<file path="src/rtl/pc_sequencer.sv">
// Fetch-stage program counter: sequential stepping, branch/trap redirects with a
// one-deep buffer for redirects that arrive while stalled, and a saturating redirect counter.
module pc_sequencer #(
  parameter int               WIDTH        = 32,
  parameter logic [WIDTH-1:0] RESET_VECTOR = 'h60,
  parameter int               STEP         = 4,
  parameter int               CNT_WIDTH    = 32
) (
  input  logic                 clk,
  input  logic                 rst,
  input  logic                 stall,
  input  logic                 advance,
  input  logic                 redirect_valid,
  input  logic [WIDTH-1:0]     redirect_target,
  input  logic                 trap_valid,
  input  logic [WIDTH-1:0]     trap_vector,
  input  logic                 count_clr,
  output logic [WIDTH-1:0]     pc_o,
  output logic                 pending_o,
  output logic                 misaligned_o,
  output logic [CNT_WIDTH-1:0] redirect_count_o
);

  logic [WIDTH-1:0]     pc_q;
  logic                 pend_valid;
  logic [WIDTH-1:0]     pend_target;
  logic [CNT_WIDTH-1:0] cnt_q;

  logic                 req_valid;
  logic [WIDTH-1:0]     req_target;
  logic                 jump;
  logic [WIDTH-1:0]     jump_target;
  logic [WIDTH-1:0]     pc_next;
  logic                 cnt_inc;

  always_comb begin
    req_valid   = trap_valid | redirect_valid;
    req_target  = trap_valid ? trap_vector : redirect_target;
    jump        = 1'b0;
    jump_target = req_target;
    pc_next     = pc_q;
    if (!stall) begin
      if (req_valid) begin
        jump        = 1'b1;
        jump_target = req_target;
      end else if (pend_valid) begin
        jump        = 1'b1;
        jump_target = pend_target;
      end
      if (jump) begin
        pc_next = jump_target;
      end else if (advance) begin
        pc_next = pc_q + WIDTH'(STEP);
      end
    end
    // A redirect that lands on the current PC is not a discontinuity.
    cnt_inc = jump && (jump_target != pc_q) && !(&cnt_q);
  end

  always_ff @(posedge clk or posedge rst) begin
    if (rst) begin
      pc_q        <= RESET_VECTOR;
      pend_valid  <= 1'b0;
      pend_target <= '0;
      cnt_q       <= '0;
    end else begin
      pc_q <= pc_next;
      if (stall) begin
        if (req_valid) begin
          pend_valid  <= 1'b1;
          pend_target <= req_target;
        end
      end else begin
        pend_valid <= 1'b0;
      end
      if (count_clr) begin
        cnt_q <= '0;
      end else if (cnt_inc) begin
        cnt_q <= cnt_q + 1'b1;
      end
    end
  end

  assign pc_o             = pc_q;
  assign pending_o        = pend_valid;
  assign redirect_count_o = cnt_q;

  generate
    if (STEP > 1) begin : g_misaligned
      localparam int SB = $clog2(STEP);
      assign misaligned_o = |pc_q[SB-1:0];
    end else begin : g_aligned
      assign misaligned_o = 1'b0;
    end
  endgenerate

endmodule

</file>
<file path="config.mk">
export PLATFORM = sky130hd
export DESIGN_NAME = pc_sequencer
export DESIGN_NICKNAME = d
export VERILOG_FILES = /design/src/rtl/pc_sequencer.sv
export SDC_FILE = /design/constraint.sdc
export NUM_CORES = 1
export LEC_CHECK = 0
export BUFFER_PORTS_ARGS = -buffer_cell sky130_fd_sc_hd__buf_2
export CAP_MARGIN = 40
export CORE_ASPECT_RATIO = 1.25
export CORE_UTILIZATION = 40
export CTS_CLUSTER_SIZE = 30
export DETAILED_ROUTE_END_ITERATION = 7
export GPL_TIMING_DRIVEN = 0
export MAX_ROUTING_LAYER = met4
export SYNTH_ARGS = -nofsm -noshare
export SYNTH_HDL_FRONTEND = slang
export SYNTH_SLANG_ARGS = --single-unit
</file>
<file path="constraint.sdc">
create_clock -name clk -period 4.45 [get_ports clk]
set_input_delay 0.2225 -clock clk [delete_from_list [all_inputs] [get_ports clk]]
set_output_delay 0.2225 -clock clk [all_outputs]
set_load 0.005 [all_outputs]
</file>
==> out/metrics.json, run 1 <==
{
  "outcome": "finished, final reports clean",
  "ant_nets": 0,
  "power.sequential.fraction_pct": 41.8,
  "final.fill_count": 1651,
  "fin_nets": 1010,
  "max_slew.worst_pin.slew_ps": 920.8,
  "type_of_element_capturing_the_critical_path": "flop",
  "timing.critical_path.arrival_ps": 3910,
  "core_footprint_sq_um": 16330,
  "grt_pass1_wl_um": 35410,
  "ys_async_sr_fraction_pct": 100.0,
  "placed_cells": 1142,
  "synthesis.instances": 793,
  "period_minus_slack_ps": 3675,
  "io_pins": 137,
  "detailedRoute.firstIterationViolations": 673,
  "die_x_um": 118.2,
  "finalHoldViolCount": 0,
  "num_vias": 6684,
  "timing_max_transition_violations_final": 0,
  "synth_top_cells_by_count": "95 x sky130_fd_sc_hd__dfrtp_1, 80 x sky130_fd_sc_hd__nand2_1, 75 x sky130_fd_sc_hd__a21oi_1",
  "die_y_um": 147.2,
  "static-leakage-power_uw": 0.003614,
  "path_class": "flop to flop",
  "sw_frac_of_total_pct": 32.04,
  "ys_types": 61,
  "worstSkewPairLatency_ps": 360,
  "row_cnt": 52,
  "maxClockFrequency_mhz": 272.1,
  "grt_setup_unrepaired": "false",
  "ratio_of_cells_with_drive_above_1_in_the_final_layout_pct": 21.76,
  "io_buffers": 132,
  "drt_first_pass_iters": 5,
  "synth_area_sq_um": 6746,
  "share_clk_of_total_power_pct": 34.6,
  "globalRouteTotalUtil_pct": 27.63,
  "h-tree-depth": 3,
  "critical_path_peak_fanout": 10,
  "clk_pin_slew_worst_paths_ps": 70,
  "synth_seq_cells": 97,
  "setup_tns_ps": 0,
  "post_drt_wl_per_cell_um": 19.90,
  "ys_dominant_reg_cell": "sky130_fd_sc_hd__dfrtp_1",
  "instances_no_fill": 1158,
  "tritoncts": "yes",
  "number_of_antenna_violations_at_the_first_check_in_global_routing": 0,
  "start_util_pct": 41.31,
  "p_int_uw": 1751,
  "vias_per_cell": 5.772,
  "critical_path_required_ps": 4690,
  "place.gp.congestion": 0.9312,
  "yosys.cell_count.top_type": "sky130_fd_sc_hd__dfrtp_1",
  "clk_path_buf_depth": 2,
  "synth_top_area_share_pct": 35.24,
  "worst_ir_drop_on_vdd_uv": 248.9,
  "numCtsBuffers": 9,
  "yosys_warnings": 0,
  "overflow": 0,
  "crit_path_start_kind": "flop",
  "max_slew_margin_pct": 38.33,
  "cts.root.buffer_cell": "sky130_fd_sc_hd__clkbuf_16",
  "ys_seq_area_share_pct": 36.02,
  "postSynthAreaPerCell_sq_um": 8.508,
  "cts_resized": 0,
  "dieArea_sq_um": 17390,
  "postCtsSetupRepairBufs": 0,
  "synth_nets": 866,
  "total_drc_errors_in_the_routed_layout": 0,
  "min_period_over_period_pct": 82.59,
  "hold_path.class": "input port to asynchronous set/reset pin",
  "tritoncts_sink_count": 97,
  "totalWireLength_um": 23050,
  "p_switching_uw": 825.4,
  "vias_in_the_first_global_route": 6287,
  "power-per-cell-area_nw_per_um2": 320.8,
  "logic_pwr_share_pct": 23.7,
  "max-cap-violations": 0,
  "areaGrowthSynthToFinish_pct": 19.05,
  "number_of_synthesized_flops_with_an_enable_pin": 0,
  "pin_count_of_the_biggest_net_entering_global_routing": 60,
  "skew_ps": 8.974,
  "detailedPlacementHpwl_um": 17180,
  "post_synth_main_area_contributors": "sky130_fd_sc_hd__dfrtp_1 35%, sky130_fd_sc_hd__mux2i_1 8.0%, sky130_fd_sc_hd__a21oi_1 5.6%, sky130_fd_sc_hd__mux2_2 5.0%, sky130_fd_sc_hd__o21ai_0 5.0%",
  "n_antenna_cell": 0,
  "setup_viol": 0,
  "synth_largest_area_cell": "sky130_fd_sc_hd__dfrtp_1",
  "cts.hold.buffers_added": 0
}
-- path summary, 6_finish.rpt --
kind / startpoint / to / slack (ps) / depth (start not counted)
setup / recovery: pending_o$_DFFE_PP0P_ / redirect_count_o[31]$_DFFE_PP0P_ / 770 / 13
hold reg to reg: pend_target[21]$_DFFE_PP0P_ / pend_target[21]$_DFFE_PP0P_ / 480 / 2
setup reg to reg: pending_o$_DFFE_PP0P_ / redirect_count_o[31]$_DFFE_PP0P_ / 770 / 13
min in group clk: redirect_target[26] / pend_target[26]$_DFFE_PP0P_ / 200 / 3
max in group asynchronous: rst / pc_o[8]$_DFFE_PP0P_ / 3740 / 3
hold / removal: rst / redirect_count_o[6]$_DFFE_PP0P_ / 10 / 2
-- area by class of cell --
type | instances | area, sq um | area share, %
inverters | 22 | 85.08 | 1.059
flip-flops and latches | 97 | 2430 | 30.25
plain buffers | 64 | 324.1 | 4.035
repair buffers | 133 | 680.7 | 8.475
well taps | 216 | 270.3 | 3.365
clock inverters | 4 | 75.07 | 0.9347
multi-input cells | 610 | 3910 | 48.68
clock buffers | 12 | 256.5 | 3.194
-- per-stage QoR --
stage	instance area (sq um)	total power, uW	worst slack [ps]	util (%)	hold slack (ps)
2_1_floorplan	6746	1449	1565	-	432.5
3_3_place_gp	7677	1685	234.2	47.01	462.4
3_5_place_dp	7700	1694	503.5	47.15	440.0
4_1_cts	8031	2579	839.9	49.18	61.15
5_1_grt	8031	2695	626.2	49.18	85.12
6_report	8031	2576	774.6	49.18	13.28
-- routing by layer --
layer,up-vias,wire [um],GRT usage (%)
met1,3223,9688,34.14
met2,236,11360,45.35
met3,44,1163,3.222
li1,3181,-,-
met5,-,0,-
met4,0,837,12.37
-- cell usage in the layout (no fill, tap or decap), types with 7 or more instances in the layout --
master,synthesis,layout
sky130_fd_sc_hd__nor4_1,10,10
sky130_fd_sc_hd__o22a_1,8,8
sky130_fd_sc_hd__dfrtp_1,95,95
sky130_fd_sc_hd__o21ai_0,67,67
sky130_fd_sc_hd__buf_2,6,138
sky130_fd_sc_hd__xnor2_1,24,24
sky130_fd_sc_hd__nor3_1,14,14
sky130_fd_sc_hd__and3_1,10,10
sky130_fd_sc_hd__a31oi_1,7,7
sky130_fd_sc_hd__mux2i_1,54,54
sky130_fd_sc_hd__nand2_1,80,80
sky130_fd_sc_hd__and4_1,8,8
sky130_fd_sc_hd__or3_1,8,8
sky130_fd_sc_hd__clkbuf_16,0,9
sky130_fd_sc_hd__or4_1,13,13
sky130_fd_sc_hd__mux2_2,30,30
sky130_fd_sc_hd__a21oi_1,75,75
sky130_fd_sc_hd__nor2b_1,16,16
sky130_fd_sc_hd__nand3_1,28,28
sky130_fd_sc_hd__nand4_1,22,22
sky130_fd_sc_hd__xor2_1,12,12
sky130_fd_sc_hd__nor2_1,52,52
sky130_fd_sc_hd__inv_1,21,20
sky130_fd_sc_hd__o31ai_1,12,12
sky130_fd_sc_hd__clkbuf_1,41,42
-- critical path, stage by stage (launching register included) --
cell and delay (ps):
sky130_fd_sc_hd__dfrtp_1 400, sky130_fd_sc_hd__buf_2 210, sky130_fd_sc_hd__or4b_1 440, sky130_fd_sc_hd__buf_4 210, sky130_fd_sc_hd__buf_8 180, sky130_fd_sc_hd__mux2i_1 140, sky130_fd_sc_hd__xnor2_1 320, sky130_fd_sc_hd__nand4_1 130
sky130_fd_sc_hd__nor4_1 560, sky130_fd_sc_hd__and3_2 320, sky130_fd_sc_hd__buf_6 150, sky130_fd_sc_hd__buf_8 140, sky130_fd_sc_hd__nor2_1 60, sky130_fd_sc_hd__mux2_4 290
-- power groups by stage --
stage	Sequential, uW	Combinational [uW]	Clock (uW)
after floorplan	1060	386	0
after global placement	1090	596	0
after detailed placement	1090	607	0
after CTS	1070	609	898
after global routing	1090	668	940
final	1080	610	890
-- registers in the layout, indices dropped and copies added (netlist names) --
| name | count |
|---|---|
| pc_o | 32 |
| pend_target | 32 |
| pending_o | 1 |
| redirect_count_o | 32 |
-- kinds of logic (layout without fill, tap and decap cells) --
group	after synthesis	count (layout)	share of synthesized area [%]
AND/OR/NAND/NOR	278	278	21.01
adder cells (fa/ha/maj)	2	2	0.3709
XOR/XNOR	36	36	4.674
buffers and inverters	86	235	6.027
flip-flops	97	97	36.02
multiplexers	89	89	13.91
AO/OA/AOI/OAI	205	205	17.99
Power figures use the tool's default switching activity.
==> inputs of run 2 (changes only) <==
==> constraint.sdc (replaced) <==
create_clock -name clk -period 3.1 [get_ports clk]
set_input_delay 0.155 -clock clk [delete_from_list [all_inputs] [get_ports clk]]
set_output_delay 0.155 -clock clk [all_outputs]
set_load 0.005 [all_outputs]
==> run 2 against run 1 <==
Net effect: the flow now finishes with violations (setup timing); sequential power increased by 44%; power is 46% higher; non-clock buffer count increased by 19; routed wire length rose by 3.3%; setup slack worse by 990 ps; worst hold slack improved by 120 ps; via count rose by 3.5%; global-route usage rose by 0.52 points; clock power grew 44%; design area rose by 4.8%; critical path type unchanged; critical endpoint is now redirect_count_o[27]$_DFFE_PP0P_.
==> out/metrics.json, run 2 (same netlist as run 1, synthesis figures left out) <==
{
  "drt_first_pass_iters": 6,
  "power-per-cell-area_nw_per_um2": 445.9,
  "io_buffers": 132,
  "start_util_pct": 41.31,
  "cells_along_the_critical_path": "buf_6, or4b_4, buf_12, mux2i_4, xnor2_2, nand4_1, nor4_4, and3_4, buf_8, nor3_1, mux2_1",
  "ant_nets": 0,
  "max_slew.worst_pin.slew_ps": 839.9,
  "layout.cells.most_common_list": "137 x sky130_fd_sc_hd__buf_2, 95 x sky130_fd_sc_hd__dfrtp_1, 79 x sky130_fd_sc_hd__nand2_1",
  "min_period_over_period_pct": 107.0,
  "period_minus_slack_ps": 3317,
  "worst_ir_drop_on_vdd_uv": 367.1,
  "vias_per_cell": 5.875,
  "detailedRoute.firstIterationViolations": 638,
  "setup_viol": 41,
  "worstSkewPairLatency_ps": 360,
  "outcome": "finished, violations left",
  "critical_path_peak_fanout": 10,
  "post_drt_wl_per_cell_um": 20.23,
  "worst_slack_ps": -217.1,
  "tritoncts_sink_count": 97,
  "final_core_utilization_pct": 51.56,
  "critical_path_s_largest_stage_delay_ps": 550,
  "timing_max_transition_violations_final": 0,
  "skew_ps": 13.22,
  "final.fill_count": 1608,
  "grt_setup_unrepaired": "true",
  "layout.cells.most_common": "sky130_fd_sc_hd__buf_2",
  "path_class": "flop to flop",
  "overflow": 0,
  "dieArea_sq_um": 17390,
  "hold_path.class": "input port to flop",
  "globalRouteTotalUtil_pct": 28.15,
  "areaGrowthSynthToFinish_pct": 24.81,
  "dpl-instance-area_sq_um": 7700,
  "n_antenna_cell": 0,
  "placed_cells": 1142,
  "numCtsBuffers": 9,
  "finalHoldViolCount": 0,
  "power_uw": 3755,
  "number_of_antenna_violations_at_the_first_check_in_global_routing": 0,
  "tritoncts": "yes",
  "place.gp.congestion": 0.9312,
  "pin_count_of_the_biggest_net_entering_global_routing": 60,
  "instances_no_fill": 1177,
  "max-cap-violations": 0,
  "h-tree-depth": 3,
  "register_area_sq_um": 2430,
  "dpl_worst_slack_ps": -779.0,
  "critical_path.slowest_cell": "sky130_fd_sc_hd__or4b_4",
  "timing.critical_path.arrival_ps": 3550,
  "grt_pass1_wl_um": 36020,
  "ratio_of_cells_with_drive_above_1_in_the_final_layout_pct": 25.49,
  "type_of_element_capturing_the_critical_path": "flop",
  "detailedPlacementHpwl_um": 17180,
  "core_footprint_sq_um": 16330,
  "num_vias": 6915,
  "multiInputGateArea_sq_um": 4074,
  "clk_path_buf_depth": 2,
  "cts.root.buffer_cell": "sky130_fd_sc_hd__clkbuf_16",
  "static-leakage-power_uw": 0.003758,
  "maxClockFrequency_mhz": 301.5,
  "postLayoutCellArea_sq_um": 8421,
  "critical_path_required_ps": 3330,
  "row_cnt": 52,
  "crit_path_start_kind": "flop",
  "vias_in_the_first_global_route": 6425,
  "total_drc_errors_in_the_routed_layout": 0,
  "clk_pin_slew_worst_paths_ps": 80,
  "fin_nets": 1029,
  "violations_in_the_final_reports": "setup timing",
  "totalWireLength_um": 23820,
  "max_slew_margin_pct": 43.80,
  "die_x_um": 118.2,
  "io_pins": 137,
  "die_y_um": 147.2
}
## run 2: changes by cell type in the layout (fill, tap and decap cells not counted), sizes merged
cell | previous run | this run
buf | 155 | 171
clkbuf | 54 | 56
dlygate4sd3 | 0 | 1
## run 2: routing by layer
metal	GRT usage (%)	vias to the layer above	wire [um]	share of wire (%)
met5	-	-	0	0
met4	14.10	0	1166	4.9
met3	3.610	69	1465	6.2
met2	46.09	304	11570	49
met1	34.09	3324	9618	40
li1	-	3218	-	-
## run 2: final cells by class
class	count	area share, %
Tap cell	216	3.210
Sequential cell	97	28.86
Clock inverter	4	0.8915
Timing Repair Buffer	153	10.37
Clock buffer	12	3.046
Multi-Input combinational cell	610	48.38
Buffer	63	4.235
Inverter	22	1.010
## run 2: report_power, final
group	internal [uW]	switching, uW
clock network	753	528
registers	1400	150
logic	390	537
## run 2: path summary, 6_finish.rpt
| check | slack [ps] | start | to | cells after the start |
|---|---|---|---|---|
| worst max-delay path | -220 | pending_o$_DFFE_PP0P_ | redirect_count_o[27]$_DFFE_PP0P_ | 11 |
| worst min-delay path | 130 | redirect_target[26] | pend_target[26]$_DFFE_PP0P_ | 3 |
| worst max register to register | -220 | pending_o$_DFFE_PP0P_ | redirect_count_o[27]$_DFFE_PP0P_ | 11 |
| worst min register to register | 480 | pend_target[21]$_DFFE_PP0P_ | pend_target[21]$_DFFE_PP0P_ | 2 |
| max in group asynchronous | 1900 | rst | pc_o[8]$_DFFE_PP0P_ | 4 |
| min in group asynchronous | 500 | rst | redirect_count_o[3]$_DFFE_PP0P_ | 3 |
## run 2: what timing repair did
item,in CTS,in global routing
pin swaps,10,10
gates cloned,1,1
hold buffers,1,0
buffers inserted,15,2
gates resized for setup,23,21
hold endpoints to repair,25,0
setup endpoints to repair,39,50
## run 2: stage by stage
step,TNS (ps),hold WS (ps)
floorplan,0,365.0
global placement,-116700,462.4
detailed placement,-18670,372.5
CTS,-1301,124.9
global route,-5443,148.3
finish,-5187,131.3
## run 2: critical path: cells and delay by family, from the launching register on
family	cells	cell delay, ps
flip-flops	1	380
multiplexers	2	520
XOR/XNOR	1	200
AND/OR/NAND/NOR	5	1620
buffers and inverters	3	450
